## config.mk

```make
export PLATFORM = sky130hd
export DESIGN_NAME = alu_serial_seq_flat
export DESIGN_NICKNAME = d
export VERILOG_FILES = /design/src/rtl/alu_serial_seq_if.sv /design/src/rtl/alu_serial_seq.sv /design/src/flat_wrapper.sv
export SDC_FILE = /design/constraint.sdc
export NUM_CORES = 1
export LEC_CHECK = 0
export ABC_AREA = 1
export BUFFER_PORTS_ARGS = -buffer_cell sky130_fd_sc_hd__buf_2
export CAP_MARGIN = 25
export CORE_MARGIN = 4
export CORE_UTILIZATION = 57
export DETAILED_ROUTE_END_ITERATION = 8
export PLACE_DENSITY = 0.86
export SLEW_MARGIN = 20
export SYNTH_ARGS = -nofsm -noshare
export SYNTH_HDL_FRONTEND = slang
export SYNTH_SLANG_ARGS = --single-unit
```

## constraint.sdc

```tcl
create_clock -name clk -period 4.4 [get_ports clk]
set_clock_uncertainty 0.2 [all_clocks]
set_input_delay 1.1 -clock clk [delete_from_list [all_inputs] [get_ports clk]]
set_output_delay 1.1 -clock clk [all_outputs]
set_load 0.01 [all_outputs]
```

## src/rtl/alu_serial_seq_if.sv

```systemverilog
// Request/response bundle between a client and the bit-serial ALU sequencer.
// Request side: in_valid/in_ready with opcode and operands.
// Response side: out_valid/out_ready with result, carry and zero flags.
interface alu_serial_seq_if #(
  parameter int WIDTH = 8
);
  logic             in_valid;
  logic             in_ready;
  logic [2:0]       opcode;
  logic [WIDTH-1:0] a_in;
  logic [WIDTH-1:0] b_in;
  logic             out_valid;
  logic             out_ready;
  logic [WIDTH-1:0] result;
  logic             carry;
  logic             zero;

  // Client side: issues requests, consumes results.
  modport master (
    output in_valid, opcode, a_in, b_in, out_ready,
    input  in_ready, out_valid, result, carry, zero
  );

  // Sequencer side: accepts requests, produces results.
  modport slave (
    input  in_valid, opcode, a_in, b_in, out_ready,
    output in_ready, out_valid, result, carry, zero
  );
endinterface

```

## src/rtl/alu_serial_seq.sv

```systemverilog
// Bit-serial ALU sequencer: one 1-bit slice evaluates WIDTH bits LSB first.
// Latency: out_valid rises WIDTH edges after the accepting edge.
// Backpressure: result held in DONE until out_ready; no new request accepted until back in IDLE.
module alu_serial_seq #(
  parameter int WIDTH = 8
) (
  input logic         clk,
  input logic         rst,
  alu_serial_seq_if.slave bus
);

  localparam int CW = $clog2(WIDTH);

  typedef enum logic [1:0] {
    IDLE = 2'd0,
    RUN  = 2'd1,
    DONE = 2'd2
  } state_t;

  // Slice control bits packed as {op0, op1, op2, op3, op4}:
  // op0/op1 invert A/B, op2 masks carry-in from o, op3 masks the OR term, op4 masks the AND term.
  function automatic logic [4:0] op_ctl(input logic [2:0] op);
    case (op)
      3'b000:  op_ctl = 5'b00000; // ADD
      3'b001:  op_ctl = 5'b01000; // SUB
      3'b010:  op_ctl = 5'b00110; // AND
      3'b011:  op_ctl = 5'b00101; // OR
      3'b100:  op_ctl = 5'b00100; // XOR
      3'b101:  op_ctl = 5'b11101; // NAND
      3'b110:  op_ctl = 5'b11110; // NOR
      default: op_ctl = 5'b10100; // XNOR
    endcase
  endfunction

  // SUB starts with carry-in 1 so that a + ~b + 1 gives a - b.
  function automatic logic op_cin(input logic [2:0] op);
    op_cin = (op == 3'b001);
  endfunction

  function automatic logic op_arith(input logic [2:0] op);
    op_arith = (op == 3'b000) || (op == 3'b001);
  endfunction

  state_t           state;
  state_t           state_nxt;

  logic [WIDTH-1:0] a_q;
  logic [WIDTH-1:0] b_q;
  logic [2:0]       op_q;
  logic [CW-1:0]    cnt;
  logic             cin_q;
  logic [WIDTH-1:0] res_q;
  logic             carry_q;
  logic             zero_q;

  logic             accept;
  logic             in_ready;
  logic             out_valid;
  logic             last_bit;

  logic [4:0]       ctl;
  logic             sa;
  logic             sb;
  logic             s_o;
  logic             s_cout;
  logic [WIDTH-1:0] res_nxt;

  assign last_bit = (cnt == CW'(WIDTH - 1));

  // One ALU slice on the current bit, plus the result word with that bit replaced.
  always_comb begin
    ctl     = op_ctl(op_q);
    sa      = a_q[cnt] ^ ctl[4];
    sb      = b_q[cnt] ^ ctl[3];
    s_cout  = (sa & sb) | (sa & cin_q) | (sb & cin_q);
    s_o     = (sa & sb & ~ctl[0]) ^ ((sa | sb) & ~ctl[1]) ^ (cin_q & ~ctl[2]);
    res_nxt = res_q;
    res_nxt[cnt] = s_o;
  end

  // State register.
  always_ff @(posedge clk or posedge rst) begin
    if (rst) begin
      state <= IDLE;
    end else begin
      state <= state_nxt;
    end
  end

  // Next state and handshake outputs; requests only accepted in IDLE.
  always_comb begin
    state_nxt = state;
    in_ready  = 1'b0;
    out_valid = 1'b0;
    accept    = 1'b0;
    case (state)
      IDLE: begin
        in_ready = 1'b1;
        if (bus.in_valid) begin
          accept    = 1'b1;
          state_nxt = RUN;
        end
      end
      RUN: begin
        if (last_bit) begin
          state_nxt = DONE;
        end
      end
      DONE: begin
        out_valid = 1'b1;
        if (bus.out_ready) begin
          state_nxt = IDLE;
        end
      end
      default: begin
        state_nxt = IDLE;
      end
    endcase
  end

  // Operand latch, bit counter, carry register and result/flag registers.
  always_ff @(posedge clk or posedge rst) begin
    if (rst) begin
      a_q     <= '0;
      b_q     <= '0;
      op_q    <= '0;
      cnt     <= '0;
      cin_q   <= 1'b0;
      res_q   <= '0;
      carry_q <= 1'b0;
      zero_q  <= 1'b0;
    end else if (accept) begin
      a_q   <= bus.a_in;
      b_q   <= bus.b_in;
      op_q  <= bus.opcode;
      cin_q <= op_cin(bus.opcode);
      cnt   <= '0;
    end else if (state == RUN) begin
      res_q <= res_nxt;
      cin_q <= s_cout;
      if (last_bit) begin
        // All bits of res_nxt belong to this operation once the top bit is written.
        carry_q <= op_arith(op_q) ? s_cout : 1'b0;
        zero_q  <= (res_nxt == '0);
        cnt     <= '0;
      end else begin
        cnt <= cnt + CW'(1);
      end
    end
  end

  assign bus.in_ready  = in_ready;
  assign bus.out_valid = out_valid;
  assign bus.result    = res_q;
  assign bus.carry     = carry_q;
  assign bus.zero      = zero_q;

endmodule

```

## src/flat_wrapper.sv

```systemverilog
// flat-port wrapper written by rule: the top's interface ports become plain ports
module alu_serial_seq_flat 
#(
  parameter int WIDTH = 8
)
  (clk, rst, bus_in_valid, bus_opcode, bus_a_in, bus_b_in, bus_out_ready, bus_in_ready, bus_out_valid, bus_result, bus_carry, bus_zero);
  alu_serial_seq_if #(.WIDTH(WIDTH)) bus_i ();
  input logic clk;
  input logic rst;
  input wire logic [$bits(bus_i.in_valid)-1:0] bus_in_valid;
  input wire logic [$bits(bus_i.opcode)-1:0] bus_opcode;
  input wire logic [$bits(bus_i.a_in)-1:0] bus_a_in;
  input wire logic [$bits(bus_i.b_in)-1:0] bus_b_in;
  input wire logic [$bits(bus_i.out_ready)-1:0] bus_out_ready;
  output wire logic [$bits(bus_i.in_ready)-1:0] bus_in_ready;
  output wire logic [$bits(bus_i.out_valid)-1:0] bus_out_valid;
  output wire logic [$bits(bus_i.result)-1:0] bus_result;
  output wire logic [$bits(bus_i.carry)-1:0] bus_carry;
  output wire logic [$bits(bus_i.zero)-1:0] bus_zero;
  assign bus_i.in_valid = bus_in_valid;
  assign bus_i.opcode = bus_opcode;
  assign bus_i.a_in = bus_a_in;
  assign bus_i.b_in = bus_b_in;
  assign bus_i.out_ready = bus_out_ready;
  assign bus_in_ready = bus_i.in_ready;
  assign bus_out_valid = bus_i.out_valid;
  assign bus_result = bus_i.result;
  assign bus_carry = bus_i.carry;
  assign bus_zero = bus_i.zero;
  alu_serial_seq #(.WIDTH(WIDTH)) u_core (.clk(clk), .rst(rst), .bus(bus_i));
endmodule
```

==> impl_metrics.sql <==
INSERT INTO impl_metrics (metric_group, metric, value, unit) VALUES
('sta', 'min_period_over_period', '60.0', '%'),
('sta', 'max_freq', '379', 'MHz'),
('place', 'detailedPlacementHpwl', '3180', 'µm'),
('clock_tree', 'tritoncts', 'built', ''),
('clock_tree', 'cts_max_path_buffers', '2', ''),
('place', 'placed_cells_incl_taps', '342', ''),
('die', 'placementRows', '21', ''),
('clock_tree', 'worst_setup_hold_path_clk_slew', '90', 'ps'),
('yosys', 'netlist_area', '2030', 'µm²'),
('drt', 'routed_wirelength', '4060', 'µm'),
('die', 'top_level_ports', '35', ''),
('die', 'die_h', '67.7', 'µm'),
('grt', 'grt_first_pass_wirelength', '6800', 'µm'),
('worst_setup_path', 'worst-setup-path-type', 'flop to flop', ''),
('drt', 'detailedRoute.firstIterationViolations', '82', ''),
('final_layout', 'layout.cells.non_filler', '348', ''),
('sta', 'fin_hold_ws', '287', 'ps'),
('run', 'maxCapViolCount', '0', ''),
('yosys', 'synth_top_area_cell', 'sky130_fd_sc_hd__dfrtp_1', ''),
('grt', 'grt_start_max_net_pins', '34', ''),
('yosys', 'synth_top_area_share', '43.1', '%'),
('worst_setup_path', 'timing.critical_path.mode_cell', 'sky130_fd_sc_hd__nand2_1', ''),
('worst_setup_path', 'slowest_stage_delay_on_critical_path', '790', 'ps'),
('clock_tree', 'cts.sinks', '35', ''),
('drt', 'wl_per_cell', '11.7', 'µm'),
('clock_tree', 'clock_buffers_created_by_tritoncts', '5', ''),
('status', 'status', 'finished, final reports clean', ''),
('worst_setup_path', 'critPathTopFamily', 'simple AND/OR/NAND/NOR gates', ''),
('die', 'die_area', '4590', 'µm²'),
('sta', 'worst_pin_slew', '818', 'ps'),
('grt', 'grt.total_usage', '20.0', '%'),
('clock_tree', 'htree_levels', '2', ''),
('drt', 'route.detailed.vias_per_inst', '5.07', ''),
('drt', 'antenna_violating_nets_post_route', '0', ''),
('clock_tree', 'clock_insertion_delay_worst_skew', '340', 'ps'),
('place', 'final_weighted_congestion_of_routability_driven_global_placement', '0.849', ''),
('sta', 'tns', '0', 'ps'),
('drt', 'drt_pass1_iterations', '4', ''),
('drt', 'num_vias', '1763', ''),
('power', 'vdd_ir_drop_max', '0.402', 'mV'),
('power', 'leakage', '1.19', 'nW'),
('clock_tree', 'post_cts_buffers', '0', ''),
('sta', 'drv_slew', '0', ''),
('clock_tree', 'cts.root.buffer_cell', 'sky130_fd_sc_hd__clkbuf_4', ''),
('sta', 'finalHoldViolCount', '0', ''),
('final_layout', 'proportion_of_layout_cells_with_a_drive_suffix_above_1', '27.5', '%'),
('yosys', 'number_of_standard_cells_after_synthesis', '268', ''),
('die', 'floorplan.initialDensity', '60.0', '%'),
('final_layout', 'insertedDiodeCount', '0', ''),
('sta', 'slew_headroom', '45.4', '%'),
('die', 'die_width', '67.7', 'µm'),
('worst_setup_path', 'critical_path.max_fanout', '17', ''),
('worst_setup_path', 'cpMaxStageDelayCell', 'sky130_fd_sc_hd__dfrtp_1', ''),
('yosys', 'syn_nets', '293', ''),
('worst_setup_path', 'timing.critical_path.required', '4430', 'ps'),
('worst_setup_path', 'critical_path_startpoint_category', 'flop', ''),
('grt', 'grt_antenna_before_repair', '0', ''),
('sta', 'grt_setup_unrepaired', 'false', ''),
('worst_hold_path', 'hold_class', 'flop to flop', ''),
('clock_tree', 'postCtsResizedCells', '0', ''),
('grt', 'first_global_vias', '1562', ''),
('grt', 'global_route.overflow_total', '0', ''),
('worst_setup_path', 'cp_cell_sequence', 'inv_8 -> nand2_1 -> nand2_1 -> nand2_1 -> nand2_1 -> nor2_1 -> nand2_1 -> nand2_1 -> nand3_1 -> nand2_2 -> nand3_2 -> nand3_1 -> nand2_1 -> nand2_1 -> nor2_1 -> nand3_1 -> nand2_1', ''),
('final_layout', 'post-route-util', '66.5', '%'),
('worst_setup_path', 'critPathArrivalTime', '2670', 'ps'),
('yosys', 'netlist_top_cells_area', 'sky130_fd_sc_hd__dfrtp_1 (43%), sky130_fd_sc_hd__nand2_1 (15%), sky130_fd_sc_hd__o21ai_0 (7.4%)', ''),
('power', 'power.density', '806', 'nW/µm²'),
('yosys', 'synth.ff_latch_count', '35', ''),
('final_layout', 'nets', '328', ''),
('yosys', 'syn-mean-instance-area', '7.59', 'µm²'),
('worst_setup_path', 'critical_path.n_buffers_inverters', '1', '');
[per-layer routing]
metal / routed length, µm / up-vias / part of all wire (%) / track usage, %
met1: 1880 / 808 / 46 / 27.1
met2: 1870 / 46 / 46 / 31.5
met5: 0 / - / 0 / 0
met4: 50 / 0 / 1.2 / 6.08
met3: 261 / 6 / 6.4 / 4.99
li1: - / 903 / - / -
[metrics by stage]
| step | instance area, µm² | power [mW] | setup slack (ps) |
|---|---|---|---|
| 5_1_grt | 2250 | 1.99 | 1520 |
| 3_5_place_dp | 2210 | 1.67 | 1670 |
| 3_3_place_gp | 2210 | 1.62 | 1740 |
| 6_report | 2250 | 1.82 | 1760 |
| 2_1_floorplan | 2030 | 1.46 | 2310 |
| 4_1_cts | 2250 | 1.82 | 1780 |
[final timing paths]
kind	depth (start not counted)	endpoint	slack, ps	from
worst max register to register	17	u_core.bus.zero	1760	u_core.cnt[0]
worst max-delay path	17	u_core.bus.zero	1760	u_core.cnt[0]
max in group asynchronous	3	u_core.bus.result[0]	2610	rst
min in group asynchronous	2	u_core.b_q[5]	700	rst
worst min-delay path	2	u_core.bus.carry	290	u_core.bus.carry
worst min register to register	2	u_core.bus.carry	290	u_core.bus.carry
[cell families after synthesis]
kind of cell	share of synthesized area, %
buffers and inverters	10.0
adders and majority gates	1.23
DFF	43.1
and+or+nand+nor	36.8
AOI/OAI and AO/OA	8.92
[power by group]
part / internal (mW) / total (mW) / leakage (nW) / switching, mW
Clock: 0.0568 / 0.156 / 0.0242 / 0.0991
Sequential: 0.472 / 0.596 / 0.432 / 0.123
Combinational: 0.379 / 1.07 / 0.730 / 0.687
Total: 0.908 / 1.82 / 1.19 / 0.909
[registers in the layout, summed over array words and instances (netlist names)]
name and count:
u_core.a_q 8, u_core.cnt 3, u_core.state 2, u_core.op_q 3, u_core.bus.carry 1, u_core.cin_q 1, u_core.bus.zero 1, u_core.bus.result 8
u_core.b_q 8
[synthesized netlist by cell type]
library cell / n
sky130_fd_sc_hd__nand2_1: 82
sky130_fd_sc_hd__dfrtp_1: 35
sky130_fd_sc_hd__inv_1: 30
sky130_fd_sc_hd__o21ai_0: 30
sky130_fd_sc_hd__nor2_1: 19
sky130_fd_sc_hd__nand2_2: 14
sky130_fd_sc_hd__nand3_1: 13
sky130_fd_sc_hd__nand3_2: 7
sky130_fd_sc_hd__or2_2: 6
sky130_fd_sc_hd__inv_2: 5
sky130_fd_sc_hd__clkbuf_1: 4
sky130_fd_sc_hd__nor2_4: 4
sky130_fd_sc_hd__buf_6: 2
sky130_fd_sc_hd__ha_1: 2
sky130_fd_sc_hd__nand2_4: 2
sky130_fd_sc_hd__nor2_2: 2
sky130_fd_sc_hd__a21oi_1: 1
sky130_fd_sc_hd__a31oi_1: 1
sky130_fd_sc_hd__buf_12: 1
sky130_fd_sc_hd__clkinv_1: 1
sky130_fd_sc_hd__inv_8: 1
sky130_fd_sc_hd__nand4_2: 1
sky130_fd_sc_hd__nor3_2: 1
sky130_fd_sc_hd__nor4_1: 1
sky130_fd_sc_hd__o21a_1: 1
sky130_fd_sc_hd__o21ai_1: 1
sky130_fd_sc_hd__o31ai_1: 1
[cells in the final DEF, fill, tap and decap left out, types with 2 or more instances in the layout]
cell,count
sky130_fd_sc_hd__inv_2,5
sky130_fd_sc_hd__or2_2,6
sky130_fd_sc_hd__nand2_1,82
sky130_fd_sc_hd__nand2_2,14
sky130_fd_sc_hd__o21ai_0,30
sky130_fd_sc_hd__nand3_2,7
sky130_fd_sc_hd__ha_1,2
sky130_fd_sc_hd__inv_1,30
sky130_fd_sc_hd__dfrtp_1,35
sky130_fd_sc_hd__nand3_1,13
sky130_fd_sc_hd__nor2_2,2
sky130_fd_sc_hd__nor2_4,4
sky130_fd_sc_hd__nand2_4,2
sky130_fd_sc_hd__buf_2,34
sky130_fd_sc_hd__nor2_1,19
sky130_fd_sc_hd__clkbuf_4,5
[worst register-to-register path, delay by kind of cell (launching register included)]
family | cells | cell delay (ps)
buffers and inverters | 1 | 120
AND/OR/NAND/NOR | 16 | 1430
flip-flops | 1 | 790
[cell type report]
type / instances / area [µm²]
Clock buffer: 6 / 41.3
Sequential cell: 35 / 876
Tap cell: 46 / 57.6
Timing Repair Buffer: 35 / 178
Inverter: 37 / 146
Fill cell: 311 / 1140
Multi-Input combinational cell: 189 / 955
Note: power is estimated with default switching activity, not from simulation.
